==> src/rtl/iomem_pkg.sv <==
// Shared state encoding, bus widths and default abort data for the iomem arbiter.
package iomem_pkg;
   localparam int unsigned ADDR_W = 32;
   localparam int unsigned DATA_W = 32;
   localparam int unsigned STRB_W = 4;

   localparam logic [DATA_W-1:0] ERR_RDATA_DEF = 32'hFFFF_FFFF;

   typedef enum logic [1:0] {
      ST_IDLE = 2'd0,
      ST_REQ  = 2'd1,
      ST_RESP = 2'd2
   } state_t;
endpackage

==> src/rtl/iomem_rr_pick.sv <==
// Two-way round-robin choice: a lone requester always wins, a tie goes to the pointer.
module iomem_rr_pick (
   input  logic [1:0] valid,
   input  logic       ptr,
   output logic [1:0] pick
);
   always_comb begin
      pick = '0;
      if (valid[0] && valid[1])
         pick = ptr ? 2'b10 : 2'b01;
      else if (valid[0])
         pick = 2'b01;
      else if (valid[1])
         pick = 2'b10;
   end
endmodule

==> src/rtl/iomem_arbiter.sv <==
// Arbitrates two picorv32-style memory requesters onto one shared iomem port,
// with round-robin fairness and a bounded wait for the target's s_ready.
module iomem_arbiter
   import iomem_pkg::*;
#(
   parameter int unsigned       TIMEOUT_CYCLES = 255,
   parameter logic [DATA_W-1:0] ERR_RDATA      = ERR_RDATA_DEF
) (
   input  logic              clk,
   input  logic              reset,
   input  logic              m0_valid,
   output logic              m0_ready,
   input  logic [STRB_W-1:0] m0_wstrb,
   input  logic [ADDR_W-1:0] m0_addr,
   input  logic [DATA_W-1:0] m0_wdata,
   output logic [DATA_W-1:0] m0_rdata,
   input  logic              m1_valid,
   output logic              m1_ready,
   input  logic [STRB_W-1:0] m1_wstrb,
   input  logic [ADDR_W-1:0] m1_addr,
   input  logic [DATA_W-1:0] m1_wdata,
   output logic [DATA_W-1:0] m1_rdata,
   output logic              s_valid,
   input  logic              s_ready,
   output logic [STRB_W-1:0] s_wstrb,
   output logic [ADDR_W-1:0] s_addr,
   output logic [DATA_W-1:0] s_wdata,
   input  logic [DATA_W-1:0] s_rdata,
   output logic              timeout_err,
   output logic [1:0]        grant
);
   localparam logic [15:0] CNT_LAST = 16'(TIMEOUT_CYCLES - 1);

   state_t      state;
   logic        rr_ptr;
   logic [15:0] tmo_cnt;
   logic [1:0]  pick;

   iomem_rr_pick u_pick (
      .valid ({m1_valid, m0_valid}),
      .ptr   (rr_ptr),
      .pick  (pick)
   );

   always_ff @(posedge clk) begin
      if (reset) begin
         state       <= ST_IDLE;
         rr_ptr      <= 1'b0;
         tmo_cnt     <= '0;
         grant       <= '0;
         s_valid     <= 1'b0;
         s_wstrb     <= '0;
         s_addr      <= '0;
         s_wdata     <= '0;
         m0_ready    <= 1'b0;
         m1_ready    <= 1'b0;
         m0_rdata    <= '0;
         m1_rdata    <= '0;
         timeout_err <= 1'b0;
      end else begin
         m0_ready    <= 1'b0;
         m1_ready    <= 1'b0;
         timeout_err <= 1'b0;
         case (state)
            ST_IDLE: begin
               if (|pick) begin
                  grant   <= pick;
                  s_wstrb <= pick[1] ? m1_wstrb : m0_wstrb;
                  s_addr  <= pick[1] ? m1_addr  : m0_addr;
                  s_wdata <= pick[1] ? m1_wdata : m0_wdata;
                  s_valid <= 1'b1;
                  tmo_cnt <= '0;
                  state   <= ST_REQ;
               end
            end
            ST_REQ: begin
               // Abort on the cycle the wait count would reach TIMEOUT_CYCLES; s_ready still wins that cycle.
               if (s_ready || tmo_cnt == CNT_LAST) begin
                  if (grant[0]) m0_rdata <= s_ready ? s_rdata : ERR_RDATA;
                  if (grant[1]) m1_rdata <= s_ready ? s_rdata : ERR_RDATA;
                  m0_ready    <= grant[0];
                  m1_ready    <= grant[1];
                  timeout_err <= ~s_ready;
                  rr_ptr      <= grant[0];
                  s_valid     <= 1'b0;
                  state       <= ST_RESP;
               end else begin
                  tmo_cnt <= tmo_cnt + 16'd1;
               end
            end
            ST_RESP: begin
               grant <= '0;
               state <= ST_IDLE;
            end
            default: state <= ST_IDLE;
         endcase
      end
   end
endmodule

==> config.mk <==
export PLATFORM = sky130hd
export DESIGN_NAME = iomem_arbiter
export DESIGN_NICKNAME = d
export VERILOG_FILES = /design/src/rtl/iomem_pkg.sv /design/src/rtl/iomem_rr_pick.sv /design/src/rtl/iomem_arbiter.sv
export SDC_FILE = /design/constraint.sdc
export NUM_CORES = 1
export LEC_CHECK = 0
export BUFFER_PORTS_ARGS = -buffer_cell sky130_fd_sc_hd__buf_2
export CORE_MARGIN = 5
export CORE_UTILIZATION = 35
export DETAILED_ROUTE_END_ITERATION = 12
export PLACE_DENSITY_LB_ADDON = 0.08
export REMOVE_ABC_BUFFERS = 1
export SLEW_MARGIN = 0
export SYNTH_ARGS = -nofsm -noshare
export SYNTH_HDL_FRONTEND = slang
export SYNTH_SLANG_ARGS = --single-unit
export TNS_END_PERCENT = 30
==> constraint.sdc <==
create_clock -name clk -period 4.8 [get_ports clk]
set_clock_uncertainty 0.05 [all_clocks]
set_input_delay 0.48 -clock clk [delete_from_list [all_inputs] [get_ports clk]]
set_output_delay 0.48 -clock clk [all_outputs]
set_load 0.005 [all_outputs]
* Word level (Yosys, flattened, before mapping) *
Index checks and enable logic that the tools add are counted.

storage, ports and cells
  register bits = 157
  bits of input ports = 173
  output and inout port bits = 138
  word-level logic and storage cells = 57

operators by class
  add/sub/neg operators = 1
  equal/unequal tests = 6
  multiplexer cells = 19
  bitwise logic cells = 3
  reductions and logical operators = 15

operator list
  cell                                             count
  two-way mux 32 bit                               3
  two-way mux 16 bit                               2
  case mux 16 bit (2 select lines)                 1
  adder 16 x 1 -> 16 bit (second input constant)   1
  == test 16 x 8 -> 1 bit (second input constant)  1
  two-way mux 2 bit                                7
  AND reduction 3 bit                              4
  case mux 2 bit (2 select lines)                  2
  AND reduction 2 bit                              4
  inequality test 2 bit (second input constant)    3
  two-way mux 4 bit                                1
  nonzero test 2 bit                               2
  inverter 1 bit                                   3
  OR reduction 3 bit                               1
  == test 2 x 1 -> 1 bit (second input constant)   1
  == test 2 bit (second input constant)            1
  zero test 2 bit                                  1
  two-way mux 1 bit                                2
  case mux 1 bit (2 select lines)                  1
  OR reduction 2 bit                               1
  logical AND 1 bit                                1
  logical OR 1 bit                                 1

* Longest topological paths before layout *
  word-level depth = 6
  gate-level depth with buffers = 8

* Cells and area by module *
Synthesis repeated with hierarchy kept, for this count alone.

second synthesis, totals
  cells, all modules = 698
  area total of the unflattened synthesis = 6613.8 sq um

modules (own cells, without submodules)
  module         instances  cells each  area each (sq um)  sequential area each (sq um)
  iomem_arbiter  1          695         6595.1             3143.0
  iomem_rr_pick  1          3           18.8               0.0

* Worst setup path before layout *
No wires, ideal clock.

  path type = flip-flop to flip-flop
  start = reg tmo_cnt[0]
  end = reg tmo_cnt[5]
  arrival time = 1.783 ns
  setup slack = 2.847 ns
  stages on the path, launching flop included = 8
  path buffers = 1
  clock period less this slack = 1.953 ns
  cells stage by stage = dfxtp_1 inv_1 ha_1 and3_1 and4_1 buf_2 nor4b_1 mux2_2

between the ends
  word-level cells in the longest chain between the ends = 4

RTL lines
  element                                                         RTL line             source
  start: declaration                                              iomem_arbiter.sv:36  logic [15:0] tmo_cnt;
  start signal: assignment                                        iomem_arbiter.sv:88  tmo_cnt <= tmo_cnt + 16'd1;
  branches (longest 4 deep; another with adder 16 x 1 -> 16 bit)  --

Parallel ways; which one is timed is not known. The select of a mux whose other input is x is not followed.
A chain may end at the register's enable or synchronous reset.

* Final worst setup path *
  start = reg tmo_cnt[8]
  end = reg m1_rdata[11]

between the ends
  word-level cells in the longest chain between the ends = 3

RTL lines
  element                               RTL line             source
  == test 16 x 8 -> 1 bit               iomem_arbiter.sv:78  if (s_ready || tmo_cnt == CNT_LAST) begin
  logical OR 1 bit                      iomem_arbiter.sv:78
  AND reduction 3 bit (no source line)  --
  end signal: assignment                iomem_arbiter.sv:80  if (grant[1]) m1_rdata <= s_ready ? s_rdata : ERR_RDATA;
  end: declaration                      iomem_arbiter.sv:22  output logic [DATA_W-1:0] m1_rdata,

No other way between the ends.

==> impl_metrics.tcl <==
set metrics [dict create \
    mostFrequentLayoutCell "buf_2" \
    rsz0062_at_grt "false" \
    synthMuxAreaShare_pct 10.3 \
    dr_wl_met2_mm 11.0 \
    die_area_mm2 0.0220 \
    synth_flop_cell "dfxtp_1" \
    r2r_slack_ns 1.98 \
    synth-async-reset-ratio_pct 0 \
    rows 50 \
    syn2layout_area_growth_pct 33.8 \
    route.met3.wl_mm 1.80 \
    worstSetupPathType "reg2reg" \
    cts_tree "done" \
    io_buffers 310 \
    p_leak_nw 4.28 \
    yosysWarnings 0 \
    irDropWorstVdd_v 0.000232 \
    numClockSinks 157 \
    path_cells "nor4_2, a41o_1, nand3_1, a21oi_1" \
    grt_pass1_wl_mm 34.4 \
    timing.rr.start "tmo_cnt[8]" \
    drc 0 \
    synth-xor-area-share_pct 0 \
    final_antenna_net_count 0 \
    layout_common_cells "buf_2 (309), dfxtp_1 (157), nor2_1 (125)" \
    hpwl_mm 16.3 \
    post_cts_resized 0 \
    yosysSeqAreaShare_pct 46.8 \
    drtIter0Drc 396 \
    core-area_mm2 0.0188 \
    hp-class "in2reg" \
    final_cell_area_mm2 0.00898 \
    max_stage_delay_ns 0.92 \
    vias 6534 \
    routedWlPerCell_um 17.6 \
    drt_wl_total_mm 22.5 \
    setup_viol 0 \
    synth-simple-area-share_pct 17.4 \
    grt_pass1_vias 6215 \
    finalHoldViolCount 0 \
    drive_above_1_share_pct 35.1 \
    cp_max_fo 27 \
    grt_start_max_net_pins 80 \
    synth_compound_area_share_pct 19.0 \
    numCtsBuffers 17 \
    io_pins 311 \
    max_slew_margin_pct 32.7 \
    place_area_mm2 0.00835 \
    hold_start "s_rdata[8]" \
    layout.nets 1205 \
    slew_viol_final 0 \
    viasPerCell 5.11 \
    cellPowerDensity_mw_per_mm2 374 \
    total_power_mw 3.36 \
    cp-start-kind "flip-flop" \
    worst_slew_pin_slew_ns 1.01 \
    grt_usage_pct 19.7 \
    reg2regPathDepth 4 \
    cp.arrival_ns 3.12 \
    crit_required_ns 5.10 \
    synth.avg_cell_area_um2 8.81 \
    cp_slowest_cell "a41o_1" \
    cp-end-kind "flip-flop" \
    antenna_found_initial 2 \
    hold_buffers 0 \
    dp.cells 1245 \
    clockRootBuffer "clkbuf_16" \
    worst_skew_pair.late_latency_ns 0.43 \
    min_to "m0_rdata[8]" \
    path_clk_slew_ns 0.07 \
    status "complete, no violations" \
    netlist_instances 762 \
    synthesis.area_mm2 0.00671 \
    layoutNonFillerInstCount 1278 \
    fin_crit_sh_pct 58.8 \
    ys_ff_latch 157 \
    dieWidth_um 148 \
    maxCapViolCount 0 \
    grt_overflow 0 \
    initial_core_util_pct 35.8 \
    die_h_um 148 \
    wl_met1_mm 9.41 \
    layout_min_cycle_time_ns 2.82 \
    fin_setup_tns_ns 0 \
    whs_path_depth 3 \
    dr.pass1.iters 5 \
    top_layer "met5" \
    synthAdderAreaFrac_pct 0.373 \
    synthDistinctLibCells 52 \
    clockBufferDepth 2 \
    synth_top_family_by_area "compound AO/OA/AOI/OAI gates" \
    synth_edf_count 0 \
    fmaxAchievable_mhz 354 \
    cts_max_level 4 \
    post_cts_buffers 0 \
    globalplace.congestion 0.824 \
    r2r-end "m1_rdata[11]" \
]
synthesized netlist by cell type, types with 8 or more instances:
| library cell | n | area share, % |
|---|---|---|
| a211oi_1 | 68 | 7.6 |
| clkbuf_1 | 40 | 2.2 |
| buf_2 | 17 | 1.3 |
| a21oi_1 | 28 | 2.1 |
| nor3_1 | 50 | 3.7 |
| nor2_1 | 125 | 7.0 |
| buf_1 | 9 | 0.50 |
| mux2i_1 | 68 | 10 |
| o211ai_1 | 11 | 1.2 |
| o21ai_0 | 21 | 1.6 |
| nand3_1 | 14 | 1.0 |
| nand4_1 | 8 | 0.75 |
| dfxtp_1 | 157 | 47 |
| nand2_1 | 12 | 0.67 |
| inv_1 | 27 | 1.5 |
| a31oi_1 | 49 | 4.6 |
worst max-delay path: cells and delay by family, from the launching register on:
family / cells / cell delay, ns
AO/OA/AOI/OAI: 2 / 1.23
AND/OR/NAND/NOR: 2 / 1.07
flip-flops: 1 / 0.38
area by class of cell:
| type | count | area, µm² |
|---|---|---|
| antenna | 1 | 2.50 |
| clock buffer | 17 | 425 |
| clock inverter | 15 | 200 |
| fill | 1849 | 9790 |
| inverter | 27 | 101 |
| multi-input combinational | 507 | 3190 |
| sequential | 157 | 3140 |
| tap | 234 | 293 |
| timing repair buffer | 320 | 1630 |
state kept, by name, summed over array words and instances, names as in the netlist:
name and cells:
s_addr 32, m0_rdata 32, s_valid 1, state 2, m1_rdata 32, tmo_cnt 16
s_wstrb 4, m0_ready 1, grant 2, timeout_err 1, rr_ptr 1, m1_ready 1
s_wdata 32
cell families after synthesis:
| family | Yosys count |
|---|---|
| adders and majority gates | 2 |
| AOI/OAI and AO/OA | 192 |
| and+or+nand+nor | 244 |
| DFF | 157 |
| muxes | 69 |
| buffers and inverters | 98 |
how the worst max path moves through the flow:
stage | cells past startpoint | end | slack [ns] | from
6_report | 4 | m1_rdata[11] | 1.98 | tmo_cnt[8]
5_1_grt | 5 | m1_rdata[11] | 1.74 | tmo_cnt[1]
4_1_cts | 6 | m1_rdata[11] | 2.00 | tmo_cnt[0]
3_5_place_dp | 6 | m1_rdata[11] | 2.06 | tmo_cnt[0]
3_3_place_gp | 6 | m1_rdata[1] | 2.07 | tmo_cnt[0]
2_1_floorplan | 4 | m0_rdata[24] | 1.02 | state[0]
power breakdown:
group          internal (mW)  switching (mW)  leakage, nW  total (mW)
sequential              1.39          0.0470         1.29        1.44
combinational          0.208           0.276         2.70       0.484
clock                  0.838           0.600        0.301        1.44
total                   2.43           0.923         4.28        3.36
routing by layer:
| layer | vias up | track usage (%) |
|---|---|---|
| met3 | 26 | 5.97 |
| met5 | - | 0 |
| li1 | 3329 | - |
| met4 | 2 | 5.36 |
| met2 | 271 | 33.0 |
| met1 | 2906 | 24.8 |
stage by stage:
step / hold slack, ns / setup WS [ns] / utilization (%)
final: 0.276 / 1.98 / 47.9
after global routing: 0.273 / 1.74 / 47.9
after CTS: 0.251 / 2.00 / 47.8
after detailed placement: 0.385 / 2.06 / 44.5
after global placement: 0.381 / 2.07 / 44.5
after floorplan: 0.392 / 1.02 / -
Note: power is estimated with default switching activity, not from simulation.
